[config.mk]
export PLATFORM = sky130hd
export DESIGN_NAME = id_ex_stage
export DESIGN_NICKNAME = d
export VERILOG_FILES = /design/src/rtl/id_ex_stage.sv
export SDC_FILE = /design/constraint.sdc
export NUM_CORES = 1
export LEC_CHECK = 0
export BUFFER_PORTS_ARGS = -buffer_cell sky130_fd_sc_hd__buf_2
export CAP_MARGIN = 20
export CORE_MARGIN = 2
export CORE_UTILIZATION = 37
export DETAILED_ROUTE_END_ITERATION = 8
export GPL_ROUTABILITY_DRIVEN = 1
export GPL_TIMING_DRIVEN = 1
export PLACE_DENSITY = 0.68
export SYNTH_ARGS = -nofsm -noshare
export SYNTH_HDL_FRONTEND = slang
export SYNTH_SLANG_ARGS = --single-unit
export TNS_END_PERCENT = 20
[constraint.sdc]
create_clock -name clk -period 4.8 [get_ports clk]
set_input_delay 0 -clock clk [delete_from_list [all_inputs] [get_ports clk]]
set_output_delay 0 -clock clk [all_outputs]
set_load 0.02 [all_outputs]
[src/rtl/id_ex_stage.sv]
// Decode-to-execute pipeline register with load-use hazard detection,
// branch flush, downstream hold and a saturating load-use stall counter.
module id_ex_stage #(
    parameter int XLEN = 32,
    parameter int CNTW = 16
) (
    input  logic            clk,
    input  logic            rst_n,
    input  logic            ValidD,
    input  logic            RegWriteD,
    input  logic            ALUSrcD,
    input  logic            MemWriteD,
    input  logic            ResultSrcD,
    input  logic            BranchD,
    input  logic [1:0]      ALUOpD,
    input  logic [2:0]      funct3D,
    input  logic            funct7b5D,
    input  logic [XLEN-1:0] RD1D,
    input  logic [XLEN-1:0] RD2D,
    input  logic [XLEN-1:0] ImmExtD,
    input  logic [XLEN-1:0] PCD,
    input  logic [4:0]      Rs1D,
    input  logic [4:0]      Rs2D,
    input  logic [4:0]      RdD,
    input  logic            FlushE,
    input  logic            HoldE,
    output logic            ValidE,
    output logic            RegWriteE,
    output logic            ALUSrcE,
    output logic            MemWriteE,
    output logic            ResultSrcE,
    output logic            BranchE,
    output logic [1:0]      ALUOpE,
    output logic [2:0]      funct3E,
    output logic            funct7b5E,
    output logic [XLEN-1:0] RD1E,
    output logic [XLEN-1:0] RD2E,
    output logic [XLEN-1:0] ImmExtE,
    output logic [XLEN-1:0] PCE,
    output logic [4:0]      Rs1E,
    output logic [4:0]      Rs2E,
    output logic [4:0]      RdE,
    output logic            StallD,
    output logic [CNTW-1:0] StallCnt
);

    typedef struct packed {
        logic            valid;
        logic            reg_write;
        logic            alu_src;
        logic            mem_write;
        logic            result_src;
        logic            branch;
        logic [1:0]      alu_op;
        logic [2:0]      funct3;
        logic            funct7b5;
        logic [XLEN-1:0] rd1;
        logic [XLEN-1:0] rd2;
        logic [XLEN-1:0] imm;
        logic [XLEN-1:0] pc;
        logic [4:0]      rs1;
        logic [4:0]      rs2;
        logic [4:0]      rd;
    } ex_bundle_t;

    localparam logic [CNTW-1:0] CNT_ONE = {{(CNTW-1){1'b0}}, 1'b1};

    ex_bundle_t      ex_d, ex_q, capture;
    logic [CNTW-1:0] stall_cnt_d, stall_cnt_q;
    logic            use_rs2, load_use;

    always_comb begin
        // Stores read rs2 as data even though ALUSrc selects the immediate.
        use_rs2  = !ALUSrcD | MemWriteD;
        load_use = ValidD & ex_q.valid & ex_q.result_src & ex_q.reg_write &
                   (ex_q.rd != 5'd0) &
                   ((ex_q.rd == Rs1D) | (use_rs2 & (ex_q.rd == Rs2D)));
        StallD   = HoldE | (load_use & !FlushE);
    end

    always_comb begin
        capture            = '0;
        capture.valid      = ValidD;
        capture.reg_write  = RegWriteD  & ValidD;
        capture.alu_src    = ALUSrcD    & ValidD;
        capture.mem_write  = MemWriteD  & ValidD;
        capture.result_src = ResultSrcD & ValidD;
        capture.branch     = BranchD    & ValidD;
        capture.alu_op     = ALUOpD     & {2{ValidD}};
        capture.funct3     = funct3D;
        capture.funct7b5   = funct7b5D;
        capture.rd1        = RD1D;
        capture.rd2        = RD2D;
        capture.imm        = ImmExtD;
        capture.pc         = PCD;
        capture.rs1        = Rs1D;
        capture.rs2        = Rs2D;
        capture.rd         = RdD;

        ex_d = ex_q;
        if (FlushE)
            ex_d = '0;
        else if (HoldE)
            ex_d = ex_q;
        else if (load_use)
            ex_d = '0;
        else
            ex_d = capture;

        stall_cnt_d = stall_cnt_q;
        if (load_use && !FlushE && !HoldE && (stall_cnt_q != {CNTW{1'b1}}))
            stall_cnt_d = stall_cnt_q + CNT_ONE;
    end

    always_ff @(posedge clk or negedge rst_n) begin
        if (!rst_n) begin
            ex_q        <= '0;
            stall_cnt_q <= '0;
        end else begin
            ex_q        <= ex_d;
            stall_cnt_q <= stall_cnt_d;
        end
    end

    assign ValidE     = ex_q.valid;
    assign RegWriteE  = ex_q.reg_write;
    assign ALUSrcE    = ex_q.alu_src;
    assign MemWriteE  = ex_q.mem_write;
    assign ResultSrcE = ex_q.result_src;
    assign BranchE    = ex_q.branch;
    assign ALUOpE     = ex_q.alu_op;
    assign funct3E    = ex_q.funct3;
    assign funct7b5E  = ex_q.funct7b5;
    assign RD1E       = ex_q.rd1;
    assign RD2E       = ex_q.rd2;
    assign ImmExtE    = ex_q.imm;
    assign PCE        = ex_q.pc;
    assign Rs1E       = ex_q.rs1;
    assign Rs2E       = ex_q.rs2;
    assign RdE        = ex_q.rd;
    assign StallCnt   = stall_cnt_q;

endmodule

==> out/summary.txt, run 1 <==
Critical Path AT - 3.37 ns
Synth cell types - 30
Num CTS Buffers - 17
RSZ-0062 raised after global routing - no
Synth Instances - 443
HPWL after DPL - 12.19 mm
Synth Register Bits - 171
Antenna viol nets, final - 0
Final setup viols - 0
Io pins - 331
Most instantiated library cell after synthesis - dfrtp_1
Gpl congestion - 0.7690
Type of the worst min-delay path - primary input to flop
Full die area - 18310 um2
CTS Sinks - 171
Crit. path cell count - 7
Slew Limit Fails - 0
H-tree depth - 4
Async SR Flop Fraction - 100.0%
Share of cells above drive strength 1 - 40.19%
Sequential-to-total area share from yosys stat - 67.09%
WP data required - 5.16 ns
WL per Instance - 17.69 um
R2r startpoint - RdE[1]
Critical path class - flop to flop
Lkg Pwr - 5.507 nW
Max FO, Critical Path - 92
Clock buffer depth - 2
Syn_nets - 603
Synth top area share - 67.09%
CP Cell Sequence - xnor2_1, o21ai_0, o22ai_2, a21oi_4, buf_12, buf_4, a32o_1
FILL cells - 1310
Fin nets - 1076
R2R Setup Slk - 1.79 ns
DR pass1 iterations - 4
Clock Skew - 0.007811 ns
Sw frac - 26.31%
Avg Cell Area, Syn - 14.40 um2
Largest area contributor in the netlist - dfrtp_1
Reg2reg end - ALUOpE[1]
Worst path slowest cell - a21oi_4
CTS tree - done
Worst r2r path cells - 7
Layout area overhead - 63.16%
End point of the critical path - ALUOpE[1]
Vias in the first global route - 5859
Worst skew pair latency - 0.43 ns
Core ar. - 17060 um2
Comb power frac - 14.5%
Post-Syn Area - 6379 um2
1st-iter DRT viols - 334
WP buf/inv - 2
GRT Total Usage - 21.89%
Clock Pin Slew Worst Setup and Hold Paths - 0.07 ns
Synth warnings - 0
Largest net degree at the start of global routing - 133
DRC - 0
Max-Cap Viols - 0
Seq pwr share - 44.1%
Commonest cells post-synth - 171 x dfrtp_1, 148 x a22o_1, 23 x xnor2_1
Minimum clock period - 3.009 ns
Post-route setup TNS - 0 ns
Hold Fails Final Rpt - 1
Overflow after GRT - 0
Final period utilization - 62.70%
Avg Vias per Cell - 5.013
Ys flop type - dfrtp_1
Register Area - 4279 um2
Starting Density - 37.40%
Diode count - 0
Cell internal pwr - 0.002602 W
Chip width - 135.3 um
Violated checks - hold timing
WHS - -0.01392 ns
Run status - finished, violations left
Worst IR Drop VDD - 0.2424 mV
Power Dens Cells - 339.3 nW/um2
Hold_buf cts - 155
Relative slew margins - 39.27%
Clock root cell - clkbuf_16
Port bufs - 330
Slew @ Worst Pin - 0.9090 ns
Row count - 48
Post-synth EDFFs - 0
Critical path origin - RdE[1]
First-pass GRT wire length - 31.01 mm
CP max stage delay - 0.81 ns
NetSw - 0.0009290 W
Clk pwr share - 41.4%
Crit. End Element - flop
Delay-heaviest family, CP - compound AO/OA/AOI/OAI gates
Startpoint Class - flop
Peak Freq - 332.3 MHz
Die Height - 135.3 um
Synth top area cells - dfrtp_1 67%, a22o_1 20%, xnor2_1 3.2%
Initial antenna violation count - 0
Routed WL - 20.40 mm
Vias - 5780
Post-CTS resize count - 0
Multi-input gate area - 1946 um2
Post-CTS Setup Repair Bufs - 0
==> layer usage <==
metal / GRT usage [%] / part of all wire, % / up-vias
met2: 37.23 / 50 / 246
met1: 27.06 / 42 / 2859
met5: 0 / 0 / -
li1: - / - / 2639
met4: 7.986 / 2.3 / 0
met3: 5.612 / 6.2 / 36
==> worst min path at each step <==
stage	startpoint	endpoint	slack (ns)	cells past startpoint
finish	ValidD	ValidE	-0.01	2
global route	ValidD	ValidE	0.005	2
CTS	ValidD	ValidE	0.001	2
detailed placement	rst_n	ImmExtE[0]	0.08	1
global placement	rst_n	ImmExtE[5]	0.09	1
floorplan	rst_n	ALUOpE[0]	-0.30	0
==> cell families (layout without fill, tap and decap cells) <==
kind of cell	Yosys count	count (layout)	synth area share [%]
AO/OA/AOI/OAI	163	163	22.48
XOR/XNOR	25	25	3.433
adder cells (fa/ha/maj)	1	1	0.1961
buffers and inverters	38	523	2.707
flip-flops	171	171	67.09
multiplexers	1	1	0.1765
AND/OR/NAND/NOR	44	44	3.923
==> layout make-up <==
cell class	count	share of cell area (%)
clock buffers	18	4.220
clock inverters	13	1.755
inverters	2	0.07213
multi-input cells	234	18.69
flip-flops and latches	171	41.12
well taps	225	2.705
repair buffers	490	31.44
==> worst register-to-register path, stage by stage (launching register included) <==
cell and delay, ns:
dfrtp_1 0.44, xnor2_1 0.15, o21ai_0 0.11, o22ai_2 0.31, a21oi_4 0.81, buf_12 0.44
buf_4 0.45, a32o_1 0.24
==> sequential cells by signal (all words and copies together) (netlist names) <==
register    cells
RD2E           32
StallCnt       16
RdE             5
PCE            32
funct7b5E       1
Rs1E            5
ImmExtE        32
MemWriteE       1
funct3E         3
RD1E           32
Rs2E            5
RegWriteE       1
BranchE         1
ALUOpE          2
ResultSrcE      1
ValidE          1
ALUSrcE         1
==> cells in the final DEF (no fill, tap or decap), types with 3 or more instances in the layout <==
cell	n
a22o_1	148
inv_6	3
nand3_1	13
nand2_1	3
a32o_1	7
dlygate4sd3_1	155
buf_2	329
and3_1	4
clkbuf_16	17
nor2_1	4
nor3_1	3
bufinv_16	3
dfrtp_1	171
xnor2_1	23
inv_8	3
nand4_1	7
buf_4	3
==> per-stage QoR <==
stage	util (%)	power [W]	area (um2)	worst slack, ns	instances
after detailed placement	48.28	0.001989	8234	1.852	967
after global routing	61.02	0.003662	10410	1.618	1153
after floorplan	-	0.001785	6379	2.993	443
after CTS	61.02	0.003557	10410	1.829	1153
final	61.02	0.003531	10410	1.791	1153
after global placement	48.28	0.001987	8234	1.875	967
==> power by group through the flow <==
| stage | sequential (W) | clock, W | combinational (W) |
|---|---|---|---|
| floorplan | 0.00167 | 0 | 0.000116 |
| global placement | 0.00158 | 0 | 0.000406 |
| detailed placement | 0.00158 | 0 | 0.000411 |
| CTS | 0.00155 | 0.00149 | 0.000509 |
| global route | 0.00156 | 0.00155 | 0.000547 |
| finish | 0.00156 | 0.00146 | 0.000512 |
No activity file was read; power rests on OpenSTA's default activity.
==> inputs of run 2 (changes only) <==
- ABC_AREA: not set -> 1
- PLACE_DENSITY: 0.68 -> 0.67
- clock period: 4.8 -> 2.69 ns (I/O delays scaled with it)
==> out/summary.txt, run 2 <==
Syn_nets - 1029 (+71%)
Chip width - 146.8 um (+8.5%)
Synth cell types - 27 (-10%)
RSZ-0062 raised after global routing - no
Max FO, Critical Path - 45 (-51%)
Async SR Flop Fraction - 100.0% (unchanged)
Slew Limit Fails - 0 (unchanged)
Die Height - 146.8 um (+8.5%)
Type of the worst min-delay path - primary input to flop
GRT Total Usage - 23.73% (+1.8 points)
Startpoint Class - flop
Commonest cells post-synth - 308 x nand3_1, 198 x nand2_1, 171 x dfrtp_1
HPWL after DPL - 16.35 mm (+34%)
Cell internal pwr - 0.004349 W (+67%)
# placed instances - 1419 (+47%)
Crit. End Element - flop
Hold_buf cts - 160 (+3.2%)
Worst r2r path cells - 10 (+3)
Synth Instances - 869 (+96%)
CTS tree - done
Clock root cell - clkbuf_16
Comb power frac - 16.1% (+1.6 points)
Power Dens Cells - 528.9 nW/um2 (+56%)
Sequential-to-total area share from yosys stat - 56.69% (-10 points)
Peak Freq - 447.6 MHz (+35%)
WL met1 - 10.48 mm (+24%)
H-tree depth - 4 (unchanged)
Commonest cells after routing, fill and taps aside - 328 x buf_2, 308 x nand3_1, 198 x nand2_1
DR pass1 iterations - 7 (+3)
Initial antenna violation count - 0 (unchanged)
Antenna viol nets, final - 0 (unchanged)
CP Cell Sequence - inv_2, nand2_1, nand2_1, nor2_1, nand3_1, nand2_2, nand2_4, nand3_1, nand2_1, dlygate4sd3_1
Vias in the first global route - 7915 (+35%)
Clk pwr share - 38.5% (-2.9 points)
Core ar. - 20100 um2 (+18%)
Row count - 52 (+8.3%)
Slew @ Worst Pin - 0.8585 ns (-0.05045 ns)
Seq pwr share - 45.4% (+1.3 points)
Starting Density - 37.55% (+0.15 points)
Clock buffer depth - 2 (unchanged)
First-pass GRT wire length - 41.06 mm (+32%)
DRC - 0 (unchanged)
Critical path class - flop to flop
Ys flop type - dfrtp_1
Share of cells above drive strength 1 - 29.16% (-11 points)
Post-route insts no fill - 1611 (+40%)
R2r startpoint - RdE[0]
DP Area - 9388 um2 (+14%)
Synth Register Bits - 171 (unchanged)
WP data required - 2.99 ns (-2.17 ns)
Relative slew margins - 42.76% (+3.5 points)
Critical Path AT - 2.54 ns (-0.83 ns)
WP buf/inv - 2 (unchanged)
Num CTS Buffers - 17 (unchanged)
Clock Skew - 0.01560 ns (+0.007791 ns)
Worst path slowest cell - dlygate4sd3_1
Final Cell Area - 11540 um2 (+11%)
CTS Sinks - 171 (unchanged)
Port bufs - 330 (unchanged)
Synth warnings - 0 (unchanged)
Gpl congestion - 0.8425 (+9.6%)
Avg Cell Area, Syn - 8.686 um2 (-40%)
Worst IR Drop VDD - 0.3967 mV (+64%)
WL per Instance - 16.12 um (-8.9%)
NetSw - 0.001757 W (+89%)
Final period utilization - 83.06% (+20 points)
R2R Setup Slk - 0.46 ns (-1.33 ns)
Overflow after GRT - 0 (unchanged)
Synth top area cells - dfrtp_1 57%, nand3_1 20%, nand2_1 9.8%
Most instantiated library cell after synthesis - nand3_1
Sw frac - 28.77% (+2.5 points)
Worst skew pair latency - 0.43 ns (about the same)
Synth top area share - 56.69% (-10 points)
Run status - complete, no violations
Layout area overhead - 52.93%
Reg2reg end - RD1E[17]
DR WL met3 - 2.254 mm (+77%)
Detail Route met2 WL - 12.69 mm (+25%)
Diode count - 0 (unchanged)
Hold Fails Final Rpt - 0 (-1)
Minimum clock period - 2.234 ns (-0.7751 ns)
CP most frequent cell - nand2_1
CP max stage delay - 0.55 ns (-0.26 ns)
Avg Vias per Cell - 4.991 (-0.43%)
Leading cell type in the layout, fill and taps excluded - buf_2
Vias - 8041 (+39%)
Fin nets - 1488 (+38%)
FILL cells - 1746 (+33%)
Post-Syn Area - 7548 um2 (+18%)
Lkg Pwr - 6.468 nW (+17%)
Largest net degree at the start of global routing - 80 (-40%)
Final setup viols - 0 (unchanged)
Worst Hold Path EP - StallCnt[6]
Full die area - 21560 um2 (+18%)
HP Start - FlushE
DR top layer - met4
1st-iter DRT viols - 435 (+30%)
Io pins - 331 (unchanged)
Delay-heaviest family, CP - simple AND/OR/NAND/NOR gates
Post-route setup TNS - 0 ns (unchanged)
Clock Pin Slew Worst Setup and Hold Paths - 0.07 ns (about the same)
Post-synth EDFFs - 0 (unchanged)
Post-CTS resize count - 0 (unchanged)
Largest area contributor in the netlist - dfrtp_1
Max-Cap Viols - 0 (unchanged)
Routed WL - 25.98 mm (+27%)
Post-CTS Setup Repair Bufs - 0 (unchanged)
Hold path depth - 4 (+2)
==> run 2: per-layer routing <==
metal,up-vias,track usage [%]
met1,3812,30.13
met4,0,7.427
li1,3808,-
met5,-,0
met3,38,6.770
met2,383,39.44
==> run 2: cells by family (layout without fill, tap and decap cells) <==
logic type	Yosys count	after routing	synth area share, %
AOI/OAI and AO/OA	35	35	2.685
DFF	171	171	56.69
adders and majority gates	1	1	0.1657
and+or+nand+nor	540	540	32.69
buffers and inverters	115	587	6.962
xor gates and xnor gates	7	7	0.8122
==> run 2: how the worst max path moves through the flow <==
stage	from	slack [ns]	to	depth (start not counted)
global placement	RdE[3]	0.74	ALUOpE[0]	9
finish	RdE[0]	0.46	RD1E[17]	10
CTS	RdE[0]	0.47	RD1E[17]	10
floorplan	StallCnt[0]	1.03	StallCnt[0]	9
global route	RdE[0]	0.28	RD1E[17]	10
detailed placement	RdE[3]	0.65	MemWriteE	9
==> run 2: area by class of cell <==
type	count	area [um2]	area share, %
Sequential cell	171	4279	37.07
Timing Repair Buffer	504	3430	29.71
Multi-Input combinational cell	583	2749	23.81
Clock buffer	19	442.9	3.837
Tap cell	270	337.8	2.927
Inverter	51	193.9	1.680
Clock inverter	13	111.4	0.9647
==> run 2: through the flow <==
step	worst slack, ns	utilization [%]	power [W]	hold slack (ns)
3_3_place_gp	0.7434	46.70	0.003608	-0.02139
2_1_floorplan	1.027	-	0.003211	-0.2956
5_1_grt	0.2849	57.42	0.006385	0.06997
6_report	0.4556	57.42	0.006106	0.05979
3_5_place_dp	0.6495	46.70	0.003616	-0.01797
4_1_cts	0.4680	57.42	0.006176	0.04089
==> run 2: power groups by stage <==
stage	sequential, W	clock [W]	combinational [W]
finish	0.00277	0.00235	0.000983
global route	0.00279	0.00253	0.00107
CTS	0.00277	0.00242	0.000980
detailed placement	0.00282	0	0.000801
global placement	0.00282	0	0.000792
floorplan	0.00298	0	0.000233
==> run 2: worst register-to-register path: cells and delay by family (launching register included) <==
kind          cells  cell delay, ns
flops             1            0.39
simple gates      8            1.11
buf+inv           2            0.62
==> inputs of run 3 (changes only) <==
- PLACE_DENSITY: 0.67 -> not set
- clock period: 2.69 -> 2.3 ns (I/O delays scaled with it)
==> out/summary.txt, run 3 (synthesized netlist as in run 2, its figures left out) <==
Clock root cell - clkbuf_16
CP max stage delay - 0.58 ns (+0.03 ns)
Avg Vias per Cell - 4.973 (-0.37%)
Max-Cap Viols - 0 (unchanged)
Post-route insts no fill - 1617 (+0.37%)
Multi-input gate area - 2774 um2 (+0.91%)
Final period utilization - 90.30% (+7.2 points)
Critical Path AT - 2.44 ns (-0.10 ns)
Slew Limit Fails - 0 (unchanged)
Fin nets - 1495 (+0.47%)
Relative slew margins - 44.19% (+1.4 points)
Hold Fails Final Rpt - 0 (unchanged)
# placed instances - 1419 (unchanged)
Startpoint Class - flop
Diode count - 0 (unchanged)
Type of the worst min-delay path - primary input to flop
CTS Sinks - 171 (unchanged)
Peak Freq - 481.5 MHz (+7.6%)
Port bufs - 330 (unchanged)
Full die area - 21560 um2 (unchanged)
Clock buffer depth - 2 (unchanged)
Row count - 52 (unchanged)
Slew @ Worst Pin - 0.8371 ns (-0.02140 ns)
Share of cells above drive strength 1 - 29.40% (+0.24 points)
Minimum clock period - 2.077 ns (-0.1574 ns)
Initial antenna violation count - 0 (unchanged)
Clock Pin Slew Worst Setup and Hold Paths - 0.07 ns (about the same)
Largest net degree at the start of global routing - 153 (+91%)
Power Dens Cells - 632.3 nW/um2 (+20%)
Worst IR Drop VDD - 0.4578 mV (+15%)
Commonest cells after routing, fill and taps aside - 328 x buf_2, 308 x nand3_1, 198 x nand2_1
H-tree depth - 4 (unchanged)
Lkg Pwr - 6.528 nW (+0.94%)
DRC - 0 (unchanged)
Final setup viols - 0 (unchanged)
Num CTS Buffers - 17 (unchanged)
Leading cell type in the layout, fill and taps excluded - buf_2
First-pass GRT wire length - 41.72 mm (+1.6%)
WP data required - 2.66 ns (-0.33 ns)
Max FO, Critical Path - 22 (-51%)
Die Height - 146.8 um (unchanged)
Clock Skew - 0.01367 ns (-0.001927 ns)
Antenna viol nets, final - 0 (unchanged)
Layout area overhead - 55.30%
Overflow after GRT - 0 (unchanged)
Vias in the first global route - 8107 (+2.4%)
Critical path class - flop to flop
Run status - complete, no violations
CTS tree - done
Routed WL - 26.24 mm (+1.0%)
WP buf/inv - 4 (+2)
Worst skew pair latency - 0.43 ns (about the same)
DR pass1 iterations - 5 (-2)
Register Area - 4279 um2 (unchanged)
GRT Total Usage - 23.87% (+0.14 points)
1st-iter DRT viols - 453 (+4.1%)
Vias - 8041 (unchanged)
Post-route setup TNS - 0 ns (unchanged)
Gpl congestion - 0.8385 (-0.47%)
Starting Density - 37.55% (unchanged)
RSZ-0062 raised after global routing - no
HPWL after DPL - 16.38 mm (+0.20%)
FILL cells - 1733 (-0.74%)
Io pins - 331 (unchanged)
Core ar. - 20100 um2 (unchanged)
Worst path slowest cell - dlygate4sd3_1
Chip width - 146.8 um (unchanged)
Delay-heaviest family, CP - buffers and inverters
WL per Instance - 16.23 um (+0.65%)
Crit. End Element - flop
CP Cell Sequence - inv_2, nand3_1, o21ai_1, inv_2, nand2_8, buf_16, nand3_1, dlygate4sd3_1, nand2_1
run 3: changes by cell type in the layout (fill, tap and decap cells not counted), sizes merged:
cell and delta:
clkinv -5, clkbuf +1, nand2 +1, inv +2
dlygate4sd3 +3, bufinv +2, buf +2
run 3: through the flow:
step / power [W] / cell area [um2] / utilization (%) / setup WS (ns) / hold slack (ns)
after floorplan: 0.003755 / 7548 / - / 0.6373 / -0.2956
after global placement: 0.004231 / 9413 / 46.82 / 0.5349 / 0.04907
after detailed placement: 0.004237 / 9413 / 46.82 / 0.4543 / 0.05551
after CTS: 0.007470 / 11650 / 57.95 / 0.05000 / 0.02539
after global routing: 0.007724 / 11720 / 58.31 / 0.05200 / 0.05065
final: 0.007413 / 11720 / 58.31 / 0.2230 / 0.03583
run 3: layer usage:
metal | GRT usage (%) | part of all wire (%) | vias to the layer above | wire length (um)
met5 | 0 | 0 | - | 0
li1 | - | - | 3817 | -
met3 | 6.273 | 7.9 | 44 | 2085
met4 | 7.524 | 2.4 | 0 | 619
met1 | 31.75 | 42 | 3831 | 11030
met2 | 38.36 | 48 | 349 | 12510
run 3: layout make-up:
cell class / count / area share (%)
sequential: 171 / 36.50
clock inverter: 12 / 1.302
timing repair buffer: 510 / 30.13
inverter: 51 / 1.654
multi-input combinational: 584 / 23.66
clock buffer: 19 / 3.864
tap: 270 / 2.882
run 3: tightest hold or removal path, cell delays in order:
cell     delay [ns]
buf_4          0.12
nor2_4         0.10
nand3_1        0.10
o21ai_0        0.07
run 3: timing repair:
action,CTS,global route
hold buffers,163,0
setup buffers,0,2
hold endpoints to repair,214,0
endpoints found under the setup margin,0,8
resized for setup,0,4
run 3: power breakdown:
part | internal [W] | switching, W | total [W]
registers | 0.00316 | 0.0000870 | 0.00324
clock network | 0.00169 | 0.00131 | 0.00300
logic | 0.000497 | 0.000668 | 0.00117
run 3: path summary, 6_finish.rpt:
check	start	endpoint	slack, ns	cells after the start
min reg2reg	PCE[16]	PCE[16]	0.51	2
max	RdE[1]	RD2E[5]	0.22	9
min in group asynchronous	rst_n	StallCnt[13]	0.16	2
max reg2reg	RdE[1]	RD2E[5]	0.22	9
min	HoldE	RdE[0]	0.04	4
max in group asynchronous	rst_n	RD2E[8]	1.34	3
